## config.mk

```make
export PLATFORM = sky130hd
export DESIGN_NAME = mask_rand_src
export DESIGN_NICKNAME = d
export VERILOG_FILES = /design/src/rtl/mask_rand_src.sv
export SDC_FILE = /design/constraint.sdc
export NUM_CORES = 1
export LEC_CHECK = 0
export ABC_AREA = 1
export ABC_CLOCK_PERIOD_IN_PS = 5100
export CAP_MARGIN = 20
export CORE_MARGIN = 4
export CORE_UTILIZATION = 45
export DETAILED_ROUTE_END_ITERATION = 12
export PLACE_DENSITY = 0.79
export SLEW_MARGIN = 10
export SYNTH_ARGS = -nofsm -noshare
export SYNTH_HDL_FRONTEND = slang
export SYNTH_SLANG_ARGS = --single-unit
```

## constraint.sdc

```tcl
create_clock -name C -period 5.1 [get_ports C]
set_clock_uncertainty 0.15 [all_clocks]
set_input_delay 1.02 -clock C [delete_from_list [all_inputs] [get_ports C]]
set_output_delay 1.02 -clock C [all_outputs]
set_load 0.01 [all_outputs]
```

## src/rtl/mask_rand_src.sv

```systemverilog
// Seedable Galois LFSR issuing one fresh RAND_W-bit mask word per valid/ready handshake.
// First word follows a seed accept by WARMUP+1 cycles; a stalled word holds rand_o and the LFSR.
module mask_rand_src #(
  parameter int          RAND_W = 8,
  parameter int          WARMUP = 16,
  parameter logic [31:0] TAPS   = 32'h80200003
) (
  input  logic              C,
  input  logic              R,
  input  logic [31:0]       seed_i,
  input  logic              seed_valid_i,
  output logic              seed_ready_o,
  output logic [RAND_W-1:0] rand_o,
  output logic              rand_valid_o,
  input  logic              rand_ready_i,
  output logic [15:0]       word_cnt_o
);

  typedef enum logic [1:0] {
    ST_UNSEEDED = 2'd0,
    ST_WARMUP   = 2'd1,
    ST_RUN      = 2'd2
  } state_t;

  localparam logic [15:0] WARM_INIT = 16'(WARMUP);

  state_t            state_q, state_d;
  logic [31:0]       lfsr_q, lfsr_d;
  logic [15:0]       cnt_q, cnt_d;
  logic [RAND_W-1:0] rand_q, rand_d;
  logic              rand_vld_q, rand_vld_d;
  logic [15:0]       word_cnt_q, word_cnt_d;
  logic              seed_acc;
  logic              consume;
  logic [31:0]       lfsr_f;

  // RAND_W unrolled single steps, so each issued word is fully fresh state.
  function automatic logic [31:0] step_f(input logic [31:0] s);
    logic [31:0] v;
    v = s;
    for (int i = 0; i < RAND_W; i++) begin
      v = v[0] ? ((v >> 1) ^ TAPS) : (v >> 1);
    end
    return v;
  endfunction

  assign lfsr_f       = step_f(lfsr_q);
  assign seed_ready_o = (state_q != ST_WARMUP);
  assign seed_acc     = seed_valid_i & seed_ready_o;
  assign consume      = rand_vld_q & rand_ready_i;

  always_comb begin
    state_d    = state_q;
    lfsr_d     = lfsr_q;
    cnt_d      = cnt_q;
    rand_d     = rand_q;
    rand_vld_d = rand_vld_q;
    word_cnt_d = word_cnt_q;

    if (consume && (word_cnt_q != 16'hFFFF)) begin
      word_cnt_d = word_cnt_q + 16'd1;
    end

    case (state_q)
      ST_WARMUP: begin
        lfsr_d = lfsr_f;
        cnt_d  = cnt_q - 16'd1;
        if (cnt_q == 16'd1) begin
          state_d = ST_RUN;
        end
      end
      ST_RUN: begin
        if (!rand_vld_q || rand_ready_i) begin
          rand_d     = lfsr_q[RAND_W-1:0];
          lfsr_d     = lfsr_f;
          rand_vld_d = 1'b1;
        end
      end
      default: ;
    endcase

    // A new seed overrides everything, including a same-cycle consume's count.
    if (seed_acc) begin
      lfsr_d     = (seed_i == 32'h0) ? 32'h1 : seed_i;
      rand_d     = rand_q;
      rand_vld_d = 1'b0;
      word_cnt_d = 16'h0;
      if (WARMUP > 0) begin
        cnt_d   = WARM_INIT;
        state_d = ST_WARMUP;
      end else begin
        cnt_d   = 16'h0;
        state_d = ST_RUN;
      end
    end
  end

  always_ff @(posedge C or negedge R) begin
    if (!R) begin
      state_q    <= ST_UNSEEDED;
      lfsr_q     <= 32'h1;
      cnt_q      <= 16'h0;
      rand_q     <= '0;
      rand_vld_q <= 1'b0;
      word_cnt_q <= 16'h0;
    end else begin
      state_q    <= state_d;
      lfsr_q     <= lfsr_d;
      cnt_q      <= cnt_d;
      rand_q     <= rand_d;
      rand_vld_q <= rand_vld_d;
      word_cnt_q <= word_cnt_d;
    end
  end

  assign rand_o       = rand_q;
  assign rand_valid_o = rand_vld_q;
  assign word_cnt_o   = word_cnt_q;

endmodule

```

==> run summary <==
Setup_tns: 0 ns
Max-slew violation count: 0
EDFF count, synth: 0
Pre-antenna DRT Iters: 5
Layout cells sized above 1: 0.0976
VDD IR max: 261 uV
Area growth syn-to-layout: 21.2%
# fillers: 784
Initial antenna violation count: 0
Slowest cell on crit path: nand2_1
Via density: 5.32
Seq cells post-synth: 75
RSZ-0062 raised after global routing: false
Non-Filler Instances: 702
Die Wd: 104 um
Overflow after GRT: 0
Crit end category: flip-flop
Worst Max-Slew Pin Slew: 1.04 ns
Inst Count DP: 685
Synth Instances: 531
Vias after detailed routing: 3,733
Startpoint types: primary input
M2 GR Usage: 0.307
Buffers & Inverters on Critical Path: 3
Cell mode on critical path: nand2_1
Type of the worst min-delay path: reg -> reg
Max Fanout on Critical Path: 36
# diodes: 0
Die height: 104 um
Placement row count: 34
Final core utilization: 0.568
Yosys cell types: 38
Hpwl dp: 7280 um
Final Hold Fails: 0
Placed cell areas: 4810 um2
Clk slew on worst S/H paths: 0.07 ns
Synth async-reset ratio: 1.00
Max Fclk: 328 MHz
Status: finished, final reports clean
TritonCTS Sinks: 75
Gr busiest metal: met2
Post-CTS Setup Bufs: 0
Die area: 10,800 um2
Io pins: 62
Minimum clock period: 3.05 ns
Clk_lat worst skew: 0.35 ns
Post-synthesis sequential area ratio: 0.455
GRT Total Usage: 0.188
CTS tree: done
Max-cap violations: 0
Pwr dens: 544 nW/um2
Final WS setup: 2.05 ns
Hold Slack: 0.345 ns
First-pass GRT wire length: 16,800 um
Vias in the first global route: 3,598
Pint: 1.54 mW
Cts hold-fix bufs: 0
Sw Pwr: 1.17 mW
# setup viols final: 0
Leakage: 2.29 nW
Crit path required time: 5.19 ns
GR Layer Usage met3: 0.0448
Antenna Violating Nets Remaining: 0
Routed wire per std cell: 14.1 um
Initial Utilization: 0.468
Resized cells post-CTS: 0
Met1 Resource Use GR: 0.246
CP delay by family, top: buffers and inverters
Slowest cell delay on critical path: 0.66 ns
CTS Buf Count: 9
Residual DRC: 0
Place WS: 1.67 ns
IO Port Bufs: 61
Gate power share: 0.469
Core area: 8810 um2
Ys flop type: dfrtp_1
Slew HR: 0.303
Final worst-path cycle share: 0.598
WP data arrival: 3.14 ns
Largest net degree at the start of global routing: 65
Sw frac: 0.432
Clk root buf: clkbuf_8
Nets: 628
Overall power: 2.72 mW
DR iter-0 viols: 146
Sequential share of power: 0.376
Finished layout cell area: 5000 um2
Clock group share of total power: 0.155
Setup Crit Path Kind: in -> reg
Cell Chain, Critical Path: clkdlybuf4s50_1 > o21ai_0 > nand2_1 > buf_4 > o21ai_0 > inv_1 > nand2_1 > nand2_1
Synth warnings: 0
Post-synth design cell area: 4120 um2
Max clock buf depth: 2
Final wirelength: 9890 um
GPL Wtd Cong: 0.885
Avg Synthesized Cell Area: 7.77 um2
CTS HTree Levels: 3
Post-Syn Nets: 570
==> worst min-delay path, delay by kind of cell, from the launching register on <==
kind / cells / cell delay [ns]
flip-flops: 1 / 0.35
AND/OR/NAND/NOR: 2 / 0.11
==> cells in the final DEF, fill, tap and decap left out, drive strengths merged <==
master	n
a21oi	11
o21bai	1
clkbuf	12
o211ai	4
buf	6
nand3	42
or2	4
o31ai	4
mux2i	1
nand4	7
nor3	12
clkinvlp	2
nand2	135
nor4	5
nor2	72
ha	3
xor2	7
a31oi	23
clkdlybuf4s50	60
clkinv	2
dfrtp	74
inv	53
dfstp	1
nor3b	3
o21ai	37
a22oi	2
xnor2	1
xnor3	1
a31o	1
o21a	8
==> flip-flops by register name (all words and copies together), names as in the netlist <==
name          flops
lfsr_q           32
cnt_q            16
word_cnt_o       16
rand_o            8
state_q           2
rand_valid_o      1
==> per-layer routing <==
layer	wire, um	up-vias
met1	4170	1737
met4	233	0
met5	0	-
met2	4860	113
met3	627	19
li1	-	1864
==> final timing paths <==
kind                              start    endpoint  slack, ns  depth (start not counted)
max                        rand_ready_i  lfsr_q[21]       2.05                          8
min                          lfsr_q[19]  lfsr_q[19]       0.34                          2
max reg2reg                  state_q[1]  lfsr_q[21]       2.61                         10
min reg2reg                  lfsr_q[19]  lfsr_q[19]       0.34                          2
max in group asynchronous             R    cnt_q[2]       3.16                          2
min in group asynchronous             R   rand_o[5]       0.63                          1
==> Yosys cell counts, types with 2 or more instances <==
master	number	area [um2]
o211ai_1	4	30.0
nand3_2	5	50.1
dfrtp_1	74	1850
inv_2	3	11.3
nor4_1	4	25.0
clkbuf_1	11	41.3
or2_2	3	18.8
nand4_1	7	43.8
ha_1	3	37.5
inv_1	50	188
o21a_1	8	60.1
a22oi_1	2	15.0
nand2_2	17	106
a31oi_1	23	144
nor3b_1	3	22.5
buf_2	6	30.0
nor2_1	70	263
nand2_1	118	443
nor3_1	11	55.1
a21oi_1	11	55.1
nand3_1	35	175
o21ai_0	33	165
nand3_4	2	35.0
o31ai_1	4	30.0
nor2_2	2	12.5
xor2_1	7	61.3
o21ai_1	4	20.0
==> layout make-up <==
type,instances,area [um2],share of cell area
multi-input combinational,384,1960,0.393
sequential,75,1880,0.376
timing repair buffer,66,643,0.129
inverter,53,199,0.0398
clock buffer,12,155,0.0310
tap,108,135,0.0270
clock inverter,4,25.0,0.00501
==> power by group through the flow <==
stage / registers [mW] / logic (mW) / clock network (mW)
finish: 1.02 / 1.27 / 0.422
global route: 1.06 / 1.47 / 0.450
CTS: 1.02 / 1.29 / 0.432
detailed placement: 1.03 / 1.28 / 0
global placement: 1.02 / 1.23 / 0
floorplan: 0.991 / 0.966 / 0
==> logic make-up (layout without fill, tap and decap cells) <==
family / after synthesis / count (layout) / synth area share
multiplexers: 1 / 1 / 0.00243
XOR/XNOR: 9 / 9 / 0.0225
buffers and inverters: 72 / 135 / 0.0692
flip-flops: 75 / 75 / 0.455
AO/OA/AOI/OAI: 91 / 91 / 0.130
adder cells (fa/ha/maj): 3 / 3 / 0.00910
AND/OR/NAND/NOR: 280 / 280 / 0.312
Note: power is estimated with default switching activity, not from simulation.
